`src/rtl/pending_priority_encoder_pkg.sv`:
```
`default_nettype none
// ============================================================================
// Module      : ppe_pkg
// Description : Shared types and helpers for the pending priority encoder.
//               It provides the FSM state encoding, the reserved "no grant"
//               ID and the ID width helper.
// Revision    : 1.0 - initial release
// ============================================================================
package ppe_pkg;

  typedef enum logic [0:0] {
    IDLE    = 1'b0,
    PRESENT = 1'b1
  } state_t;

  // Encoded ID 0 means "no line granted"; real lines are index+1.
  localparam int ID_NONE = 0;

  function automatic int id_width(input int n);
    return $clog2(n + 1);
  endfunction

endpackage
`default_nettype wire

```
`src/rtl/pending_priority_encoder_if.sv`:
```
`default_nettype none
// ============================================================================
// Module      : pending_priority_encoder_if
// Description : Event / grant bundle between the request producers, the
//               encoder and the consuming controller.
//   req     : N request lines, a rising edge is one event
//   mask    : N per-line grant enables
//   ack     : consumer accepts the presented grant
//   valid   : a grant is presented on id
//   id      : granted line index+1, 0 when nothing is granted
//   pending : pending register readback
//   overrun : one-cycle pulse, new event on an already pending line
//   Modport master drives req/mask/ack; modport slave is the encoder side.
// Revision    : 1.0 - initial release
// ============================================================================
interface pending_priority_encoder_if
  import ppe_pkg::*;
#(
  parameter int N   = 9,
  parameter int IDW = id_width(N)
);

  logic [N-1:0]   req;
  logic [N-1:0]   mask;
  logic           ack;
  logic           valid;
  logic [IDW-1:0] id;
  logic [N-1:0]   pending;
  logic           overrun;

  modport master (
    output req, mask, ack,
    input  valid, id, pending, overrun
  );

  modport slave (
    input  req, mask, ack,
    output valid, id, pending, overrun
  );

endinterface
`default_nettype wire

```
`src/rtl/pending_priority_encoder_prio_enc_n.sv`:
```
`default_nettype none
// ============================================================================
// Module      : prio_enc_n
// Description : Combinational rotating priority encoder. The search starts
//               at i_start and walks downward, wrapping from 0 to N-1; the
//               first set bit found wins. With i_start = N-1 this is a plain
//               "highest index wins" encoder.
//   i_vec    : candidate vector
//   i_start  : index with highest priority
//   o_found  : any bit of i_vec set
//   o_winner : index of the winning bit (0 when o_found = 0)
// Revision    : 1.0 - initial release
// ============================================================================
module prio_enc_n #(
  parameter int N  = 9,
  parameter int IW = (N > 1) ? $clog2(N) : 1
) (
  input  wire logic [N-1:0]  i_vec,
  input  wire logic [IW-1:0] i_start,
  output logic               o_found,
  output logic [IW-1:0]      o_winner
);

  int w_idx;

  // Rotate-then-encode expressed as a walk: distance k from i_start maps to
  // physical index (i_start - k) mod N. Walking from the farthest distance
  // toward k = 0 lets the closest set bit overwrite the others, so the
  // highest-priority line is the last assignment.
  always_comb begin
    o_found  = 1'b0;
    o_winner = '0;
    w_idx    = 0;
    for (int k = N - 1; k >= 0; k--) begin
      w_idx = int'(i_start) - k;
      if (w_idx < 0) begin
        w_idx = w_idx + N;
      end
      if (i_vec[w_idx[IW-1:0]]) begin
        o_found  = 1'b1;
        o_winner = w_idx[IW-1:0];
      end
    end
  end

endmodule
`default_nettype wire

```
`src/rtl/pending_priority_encoder.sv`:
```
`default_nettype none
// ============================================================================
// Module      : pending_priority_encoder
// Description : Registered event front end. Rising edges on the request
//               lines are latched into a pending register; the highest
//               priority pending and enabled line is presented as an encoded
//               ID through a valid/ack handshake.
//   clk     : system clock, rising edge
//   rst     : asynchronous active-high reset
//   bus     : pending_priority_encoder_if.slave (req, mask, ack in;
//             valid, id, pending, overrun out)
//   Build option PPE_ROUND_ROBIN_EN: rotate priority so the line served last
//   becomes lowest priority. Undefined: strict fixed priority, N-1 highest.
// Revision    : 1.0 - initial release
// ============================================================================
module pending_priority_encoder
  import ppe_pkg::*;
#(
  parameter int N   = 9,
  parameter int IDW = id_width(N)
) (
  input wire logic                 clk,
  input wire logic                 rst,
  pending_priority_encoder_if.slave bus
);

  localparam int IW = (N > 1) ? $clog2(N) : 1;

  logic [N-1:0]   r_req_q;
  logic [N-1:0]   r_pending;
  logic           r_valid;
  logic [IDW-1:0] r_id;
  logic           r_overrun;
  state_t         r_state;

  state_t         w_state_d;
  logic           w_valid_d;
  logic [IDW-1:0] w_id_d;

  logic [N-1:0]   w_rise;
  logic [N-1:0]   w_clr;
  logic [N-1:0]   w_cand;
  logic           w_ack_eff;
  logic [IDW-1:0] w_gidx;
  logic [IW-1:0]  w_start;
  logic           w_found;
  logic [IW-1:0]  w_winner;

  assign w_rise    = bus.req & ~r_req_q;
  // ack only counts while a grant is actually presented.
  assign w_ack_eff = (r_state == PRESENT) & bus.ack;
  assign w_gidx    = r_id - IDW'(1);
  assign w_clr     = w_ack_eff ? (N'(1) << w_gidx) : '0;
  assign w_cand    = r_pending & bus.mask;

`ifdef PPE_ROUND_ROBIN_EN
  logic [IDW-1:0] r_last;

  always_ff @(posedge clk or posedge rst) begin
    if (rst) begin
      r_last <= '0;
    end else if (w_ack_eff) begin
      r_last <= w_gidx;
    end
  end

  // Start just below the last served line; last = 0 wraps to N-1, which is
  // also the fixed-priority start point used right after reset.
  assign w_start = (r_last == '0) ? IW'(N - 1) : IW'(r_last - IDW'(1));
`else
  assign w_start = IW'(N - 1);
`endif

  prio_enc_n #(
    .N  (N),
    .IW (IW)
  ) u_prio_enc (
    .i_vec    (w_cand),
    .i_start  (w_start),
    .o_found  (w_found),
    .o_winner (w_winner)
  );

  // Next-state and next-output logic. A presented grant is frozen until ack
  // regardless of later req/mask activity.
  always_comb begin
    w_state_d = r_state;
    w_valid_d = r_valid;
    w_id_d    = r_id;
    case (r_state)
      IDLE: begin
        if (w_found) begin
          w_state_d = PRESENT;
          w_valid_d = 1'b1;
          w_id_d    = IDW'(w_winner) + IDW'(1);
        end else begin
          w_valid_d = 1'b0;
          w_id_d    = IDW'(ID_NONE);
        end
      end
      PRESENT: begin
        if (bus.ack) begin
          w_state_d = IDLE;
          w_valid_d = 1'b0;
          w_id_d    = IDW'(ID_NONE);
        end
      end
      default: begin
        w_state_d = IDLE;
        w_valid_d = 1'b0;
        w_id_d    = IDW'(ID_NONE);
      end
    endcase
  end

  always_ff @(posedge clk or posedge rst) begin
    if (rst) begin
      r_state <= IDLE;
      r_valid <= 1'b0;
      r_id    <= IDW'(ID_NONE);
    end else begin
      r_state <= w_state_d;
      r_valid <= w_valid_d;
      r_id    <= w_id_d;
    end
  end

  // A rise on the line being acked in the same cycle is a fresh event, so
  // set dominates clear and no overrun is flagged for it.
  always_ff @(posedge clk or posedge rst) begin
    if (rst) begin
      r_req_q   <= '0;
      r_pending <= '0;
      r_overrun <= 1'b0;
    end else begin
      r_req_q   <= bus.req;
      r_pending <= (r_pending & ~w_clr) | w_rise;
      r_overrun <= |(w_rise & r_pending & ~w_clr);
    end
  end

  assign bus.valid   = r_valid;
  assign bus.id      = r_id;
  assign bus.pending = r_pending;
  assign bus.overrun = r_overrun;

endmodule
`default_nettype wire

```
`src/flat_wrapper.sv`:
```
// flat-port wrapper written by rule: the top's interface ports become plain ports
module pending_priority_encoder_flat import ppe_pkg::*;
#(
  parameter int N   = 9,
  parameter int IDW = id_width(N)
)
  (clk, rst, bus_req, bus_mask, bus_ack, bus_valid, bus_id, bus_pending, bus_overrun);
  pending_priority_encoder_if #(.N(N), .IDW(IDW)) bus_i ();
  input wire logic clk;
  input wire logic rst;
  input wire logic [$bits(bus_i.req)-1:0] bus_req;
  input wire logic [$bits(bus_i.mask)-1:0] bus_mask;
  input wire logic [$bits(bus_i.ack)-1:0] bus_ack;
  output wire logic [$bits(bus_i.valid)-1:0] bus_valid;
  output wire logic [$bits(bus_i.id)-1:0] bus_id;
  output wire logic [$bits(bus_i.pending)-1:0] bus_pending;
  output wire logic [$bits(bus_i.overrun)-1:0] bus_overrun;
  assign bus_i.req = bus_req;
  assign bus_i.mask = bus_mask;
  assign bus_i.ack = bus_ack;
  assign bus_valid = bus_i.valid;
  assign bus_id = bus_i.id;
  assign bus_pending = bus_i.pending;
  assign bus_overrun = bus_i.overrun;
  pending_priority_encoder #(.N(N), .IDW(IDW)) u_core (.clk(clk), .rst(rst), .bus(bus_i));
endmodule
```
`config.mk`:
```
export PLATFORM = sky130hd
export DESIGN_NAME = pending_priority_encoder_flat
export DESIGN_NICKNAME = d
export VERILOG_FILES = /design/src/rtl/pending_priority_encoder_pkg.sv /design/src/rtl/pending_priority_encoder_if.sv /design/src/rtl/pending_priority_encoder_prio_enc_n.sv /design/src/rtl/pending_priority_encoder.sv /design/src/flat_wrapper.sv
export SDC_FILE = /design/constraint.sdc
export NUM_CORES = 1
export LEC_CHECK = 0
export BUFFER_PORTS_ARGS = -buffer_cell sky130_fd_sc_hd__buf_2
export CAP_MARGIN = 20
export CORE_ASPECT_RATIO = 1.5
export CORE_MARGIN = 2
export CORE_UTILIZATION = 65
export CTS_CLUSTER_DIAMETER = 150
export DETAILED_ROUTE_END_ITERATION = 16
export PLACE_DENSITY_LB_ADDON = 0.15
export SETUP_SLACK_MARGIN = 0.05
export SYNTH_ARGS = -nofsm -noshare
export SYNTH_HDL_FRONTEND = slang
export SYNTH_HIERARCHICAL = 1
export SYNTH_SLANG_ARGS = --single-unit
```
`constraint.sdc`:
```
create_clock -name clk -period 4.8 [get_ports clk]
set_input_delay 0 -clock clk [delete_from_list [all_inputs] [get_ports clk]]
set_output_delay 0 -clock clk [all_outputs]
set_load 0.05 [all_outputs]
```
==> run summary, run 1 <==
status -> complete, no violations
CP endpoint kind -> flop
Static Leak -> 1.63 nW
Fin. Hold Viols -> 0
Clock Power Share -> 10.1%
Yosys top cell by area -> dfrtp_1
vias per cell -> 6.97
final global-route overflow total -> 0
total number of vias -> 4073
vias in the first global route -> 3881
Primary FF master, synth -> dfrtp_1
port buffer count -> 35
PwrDens -> 306 mW/mm^2
CP Launch Type -> flop
io pins -> 36
switching share of power -> 51.8%
sequential fraction of the synthesis area -> 16.3%
total CTS buffers -> 3
nets@finish -> 548
Post-DRT Antenna Nets -> 0
VDD IR max -> 0.348 mV
largest net degree at the start of global routing -> 63
# diodes -> 0
HPWL after DPL -> 8.57 mm
Setup TNS -> 0 ps
Crit Path Class -> flop to flop
die height -> 98.0 um
Sink Count -> 25
clk_skew -> 1.55 ps
most frequent cell after synthesis -> nand2_1
CTS HTree Levels -> 1
area delta synth->final -> 7.00%
Yosys warnings -> 6
WL/cell -> 21.3 um
CP Data Arrival Time -> 4090 ps
combinational group share of total power -> 66.1%
die area -> 0.00653 sq mm
final-report max-slew violation count -> 0
Slew HR -> 36.7%
clk slew on worst S/H paths -> 80 ps
initial core utilization -> 66.6%
Setup-failing EPs final -> 0
worst-margin pin slew -> 949 ps
crit path time final -> 3910 ps
P_sw -> 0.650 mW
Max FO, Critical Path -> 12
RSZ-0062 raised after global routing -> no
max_cap viols -> 0
# fillers -> 477
multi-input gate area in the final layout -> 0.00300 sq mm
# placed instances -> 570
Post-synth EDFFs -> 0
routability cong. -> 1.04
Worst Hold Class -> input pin to flop
Post-synth top cells -> nand2_1, o21ai_0, dfrtp_1, xnor2_1
CTS tree -> yes
Yosys top cell area share -> 16.3%
Worst-Skew Late Latency -> 270 ps
fmax -> 256 MHz
sequential share of power -> 23.8%
die width -> 66.7 um
layout cell share with drive strength beyond 1 -> 13.9%
syn avg cell area -> 7.86 sq um
crit share post-route -> 81.4%
Cell Int Power -> 0.604 mW
Layout Cells excl Fill -> 584
initial antenna violation count -> 0
Syn Inst Count -> 487
Async SR Flop Fraction -> 100%
Total Routing Usage GR -> 38.1%
synth top area cells -> dfrtp_1, mux4_2, nand2_1
synthesized flop and latch total -> 25
Yosys cell types -> 84
Register Area -> 626 sq um
Area after DPL -> 0.00395 sq mm
first-pass GRT wire length -> 19.1 mm
TritonRoute pass-1 iters -> 5
Total Wirelength -> 12.5 mm
DR DRC count -> 0
final setup margin -> 892 ps
root buf cell -> clkbuf_8
final instance area -> 0.00410 sq mm
row count -> 34
CTS Buffer Depth -> 2
Setup WS pre-CTS -> 1130 ps
mapped cell area -> 0.00383 sq mm
Setup Buffers After CTS -> 0
Initial DRC Count -> 465
Core Region -> 0.00574 sq mm
CP Data Required Time -> 4980 ps
[logic make-up (layout without fill, tap and decap cells)]
group                      after synthesis  count (layout)  synth area share (%)
and+or+nand+nor                        202             202                  28.2
AOI/OAI and AO/OA                      137             137                  26.0
buffers and inverters                   50              63                  6.47
xor gates and xnor gates                31              31                  7.29
muxes                                   26              26                  10.9
DFF                                     25              25                  16.3
adders and majority gates               14              14                  4.58
other                                    2              14                 0.196
[layer usage]
metal	vias up	GRT usage, %	wire [um]
met4	0	24.0	901
li1	1825	-	-
met5	-	0	0
met3	69	4.49	983
met1	1898	43.5	4450
met2	281	65.4	6120
[power by group through the flow]
| stage | logic, mW | registers [mW] | clock network, mW |
|---|---|---|---|
| 2_1_floorplan | 0.508 | 0.402 | 0 |
| 3_3_place_gp | 0.728 | 0.297 | 0 |
| 3_5_place_dp | 0.736 | 0.298 | 0 |
| 4_1_cts | 0.744 | 0.295 | 0.126 |
| 5_1_grt | 0.874 | 0.303 | 0.133 |
| 6_report | 0.829 | 0.298 | 0.127 |
[per-stage QoR]
| step | utilization [%] | hold WS (ps) | power (mW) |
|---|---|---|---|
| after floorplan | - | 27.3 | 0.910 |
| after global placement | 68.8 | 124 | 1.03 |
| after detailed placement | 68.8 | 125 | 1.03 |
| after CTS | 71.3 | 36.6 | 1.17 |
| after global routing | 71.3 | 72.8 | 1.31 |
| final | 71.3 | 42.8 | 1.25 |
[repair_timing]
action | CTS | global route
endpoints found under the hold margin | 42 | 0
gates resized for setup | 0 | 0
hold buffers | 10 | 0
[sequential cells by signal, summed over array words and instances (netlist names)]
name,count
u_core/r_req_q,9
u_core/bus.overrun,1
u_core/r_state,1
u_core/bus.valid,1
u_core/bus.id,4
u_core/bus.pending,9
[final timing paths]
| kind | startpoint | to | slack [ps] | depth (start not counted) |
|---|---|---|---|---|
| worst max-delay path | u_core/bus.pending[3]$_DFF_PP0_ | u_core/bus.id[1]$_DFFE_PP0P_ | 890 | 13 |
| worst min-delay path | bus_ack | u_core/r_state$_DFF_PP0_ | 40 | 2 |
| worst max register to register | u_core/bus.pending[3]$_DFF_PP0_ | u_core/bus.id[1]$_DFFE_PP0P_ | 890 | 13 |
| worst min register to register | u_core/bus.valid$_DFFE_PP0P_ | u_core/bus.valid$_DFFE_PP0P_ | 510 | 2 |
| max in group asynchronous | rst | u_core/bus.pending[5]$_DFF_PP0_ | 3710 | 3 |
| min in group asynchronous | rst | u_core/bus.overrun$_DFF_PP0_ | 520 | 3 |
[layout by cell type (no fill, tap or decap), types with 3 or more instances in the layout]
cell / instances
nor2b_1: 15
mux2i_1: 9
xor2_1: 7
nand3b_1: 5
nor3_1: 9
a21oi_1: 18
o21ai_1: 8
xnor2_1: 23
o22ai_1: 12
a21o_1: 4
a21boi_0: 3
nor2_1: 21
mux2_2: 3
a2111oi_0: 4
nand2_1: 68
nand3_1: 13
inv_1: 8
ha_1: 14
a221oi_1: 3
buf_2: 35
mux4_2: 12
a211oi_1: 4
and2_1: 14
dfrtp_1: 25
nand4_1: 4
a22oi_1: 5
or3_1: 4
or2_2: 3
a31oi_1: 4
nor3b_1: 3
and3_1: 3
clkbuf_8: 3
o21ai_0: 26
o31ai_1: 5
conb_1: 14
o211ai_1: 5
nand2b_1: 21
dlygate4sd3_1: 10
[worst max-delay path, stage by stage, from the launching register on]
cell       delay, ps
dfrtp_1          430
and2_1           330
nor2_1           170
a2111oi_0        100
a311o_1          280
a2111oi_1        720
o31ai_4          210
nor4bb_1         530
a2111oi_1        120
o31ai_1          250
a21oi_1          150
ha_1             300
nand2_1           60
o22ai_1          160
[area by class of cell]
| class | instances | share of cell area, % |
|---|---|---|
| inverter | 12 | 1.10 |
| tap | 72 | 2.20 |
| sequential | 25 | 15.3 |
| clock buffer | 4 | 1.10 |
| timing repair buffer | 47 | 7.09 |
| multi-input combinational | 424 | 73.2 |
Power figures use the tool's default switching activity.
==> run 2, diff against run 1 <==
--- a/config.mk
+++ b/config.mk
@@ -5,11 +5,12 @@
 export SDC_FILE = /design/constraint.sdc
 export NUM_CORES = 1
 export LEC_CHECK = 0
+export ABC_AREA = 1
 export BUFFER_PORTS_ARGS = -buffer_cell sky130_fd_sc_hd__buf_2
 export CAP_MARGIN = 20
 export CORE_ASPECT_RATIO = 1.5
 export CORE_MARGIN = 2
-export CORE_UTILIZATION = 65
+export CORE_UTILIZATION = 60
 export CTS_CLUSTER_DIAMETER = 150
 export DETAILED_ROUTE_END_ITERATION = 16
 export PLACE_DENSITY_LB_ADDON = 0.15
==> constraint.sdc (replaced) <==
create_clock -name clk -period 4 [get_ports clk]
set_input_delay 0 -clock clk [delete_from_list [all_inputs] [get_ports clk]]
set_output_delay 0 -clock clk [all_outputs]
set_load 0.05 [all_outputs]
==> run 2 against run 1 <==
Effect of this change: worst hold slack improved by 95 ps; synthesized cell count grew 14%; combinational power grew 15%; non-clock buffer count down 2; die area is 9.2% lower; design area fell by 11%; first-iteration DRC count decreased by 23%; total power rose by 18%.
==> run summary, run 2 <==
status -> complete, no violations
clk slew on worst S/H paths -> 90 ps
Area after DPL -> 0.00349 sq mm
most common cell after layout, fill and taps aside -> nand2_1
Layout Cells excl Fill -> 687
Slew HR -> 36.3%
Primary FF master, synth -> dfrtp_1
CTS HTree Levels -> 1
total CTS buffers -> 3
worst-margin pin slew -> 955 ps
max_cap viols -> 0
final-report max-slew violation count -> 0
final instance area -> 0.00363 sq mm
Max FO, Critical Path -> 5
CP Launch Type -> flop
Setup-failing EPs final -> 0
HPWL after DPL -> 8.22 mm
CP endpoint kind -> flop
total number of vias -> 3919
CTS tree -> yes
CTS Hold Bufs -> 10
commonest cells after routing, fill and taps aside -> nand2_1, inv_1, nand3_1
PwrDens -> 406 mW/mm^2
Core Region -> 0.00512 sq mm
most frequent cell after synthesis -> nand2_1
routability cong. -> 1.05
Async SR Flop Fraction -> 100%
Worst path slowest cell -> dfrtp_1
Sink Count -> 25
final global-route overflow total -> 0
Setup Buffers After CTS -> 0
Crit Path Class -> flop to flop
final setup margin -> 1210 ps
Worst-Skew Late Latency -> 270 ps
Total Wirelength -> 10.9 mm
Total Routing Usage GR -> 38.9%
Register Area -> 626 sq um
Post-DRT Antenna Nets -> 0
die width -> 63.5 um
Hold WS -> 137 ps
RSZ-0062 raised after global routing -> no
Fin. Hold Viols -> 0
synthesized flop and latch total -> 25
post-cts repair resize count -> 0
Yosys top cell by area -> nand2_1
root buf cell -> clkbuf_8
Yosys cell types -> 35
nets@finish -> 655
initial antenna violation count -> 0
area delta synth->final -> 13.8%
Yosys warnings -> 6
Syn Inst Count -> 557
vias in the first global route -> 3954
layout cell share with drive strength beyond 1 -> 12.1%
DR DRC count -> 0
Setup WS pre-CTS -> 1310 ps
WL/cell -> 15.8 um
# diodes -> 0
die area -> 0.00593 sq mm
mapped cell area -> 0.00319 sq mm
multi-input gate area in the final layout -> 0.00220 sq mm
# placed instances -> 673
VDD IR max -> 0.496 mV
clk_skew -> 8.03 ps
sequential fraction of the synthesis area -> 19.6%
fmax -> 359 MHz
critical path's most frequent cell -> nand2_1
initial core utilization -> 62.3%
TritonRoute pass-1 iters -> 5
slowest stage delay, CP -> 390 ps
Initial DRC Count -> 356
Setup TNS -> 0 ps
first-pass GRT wire length -> 18.1 mm
syn avg cell area -> 5.73 sq um
crit share post-route -> 69.7%
crit path time final -> 2790 ps
Post-synth EDFFs -> 0
vias per cell -> 5.70
CP Data Required Time -> 4150 ps
Static Leak -> 2.11 nW
io pins -> 36
synth top area cells -> nand2_1, dfrtp_1, inv_1
row count -> 32
port buffer count -> 35
Worst Hold Class -> input pin to flop
Post-synth top cells -> nand2_1, inv_1, nand3_1, nor2_1, a21oi_1
die height -> 93.3 um
CP Data Arrival Time -> 2940 ps
largest net degree at the start of global routing -> 26
Yosys top cell area share -> 21.2%
Critical Path, Cell by Cell -> nand2_1 -> inv_1 -> inv_1 -> nand2_1 -> nand3_1 -> nand3_1 -> nand3_1 -> nand2_1 -> inv_2 -> o211ai_1 -> nand2_1 -> nand2_1 -> nand2_1 -> nand2_1 -> nand2_1 -> a21oi_1 -> ha_1 -> xnor2_1 -> o22ai_1
CTS Buffer Depth -> 2
# fillers -> 476
[run 2: area by class of cell]
type	count	area share, %
sequential	25	17.2
clock buffer	4	1.24
timing repair buffer	45	7.58
tap	68	2.34
multi-input combinational	440	60.7
inverter	105	10.9
[run 2: per-stage QoR]
stage                     power, mW  util [%]
after floorplan                1.05         -
after global placement         1.21      68.0
after detailed placement       1.23      68.0
after CTS                      1.39      70.9
after global routing           1.57      70.9
final                          1.47      70.9
[run 2: cells by family after synthesis]
family / after synthesis / synth area share (%)
simple gates: 298 / 39.5
flops: 25 / 19.6
fa+ha+maj: 14 / 5.49
other cells: 2 / 0.235
xor+xnor: 14 / 4.08
buf+inv: 111 / 13.5
compound gates: 93 / 17.5
[run 2: final timing paths]
| kind | from | end | slack (ps) | cells after the start |
|---|---|---|---|---|
| setup / recovery | u_core/bus.pending[1]$_DFF_PP0_ | u_core/bus.id[2]$_DFFE_PP0P_ | 1210 | 19 |
| hold / removal | bus_ack | u_core/bus.pending[4]$_DFF_PP0_ | 140 | 4 |
| setup reg to reg | u_core/bus.pending[1]$_DFF_PP0_ | u_core/bus.id[2]$_DFFE_PP0P_ | 1210 | 19 |
| hold reg to reg | u_core/r_req_q[3]$_DFF_PP0_ | u_core/bus.pending[3]$_DFF_PP0_ | 510 | 1 |
| max in group asynchronous | rst | u_core/bus.id[3]$_DFFE_PP0P_ | 2930 | 3 |
| min in group asynchronous | rst | u_core/bus.valid$_DFFE_PP0P_ | 490 | 3 |
[run 2: power breakdown]
group | switching, mW | internal (mW) | leakage, nW
clock | 0.0774 | 0.0712 | 0.0228
sequential | 0.0653 | 0.308 | 0.271
combinational | 0.690 | 0.262 | 1.81
[run 2: routing by layer]
| metal | GRT usage, % | routed length (um) |
|---|---|---|
| met4 | 33.9 | 983 |
| met3 | 4.93 | 738 |
| met2 | 68.9 | 5370 |
| met1 | 39.6 | 3780 |
| met5 | 0 | 0 |
[run 2: critical path, delay by kind of cell, from the launching register on]
| family | cells | cell delay [ps] |
|---|---|---|
| buf+inv | 3 | 450 |
| flops | 1 | 390 |
| compound gates | 3 | 490 |
| xor+xnor | 1 | 140 |
| fa+ha+maj | 1 | 250 |
| simple gates | 11 | 930 |
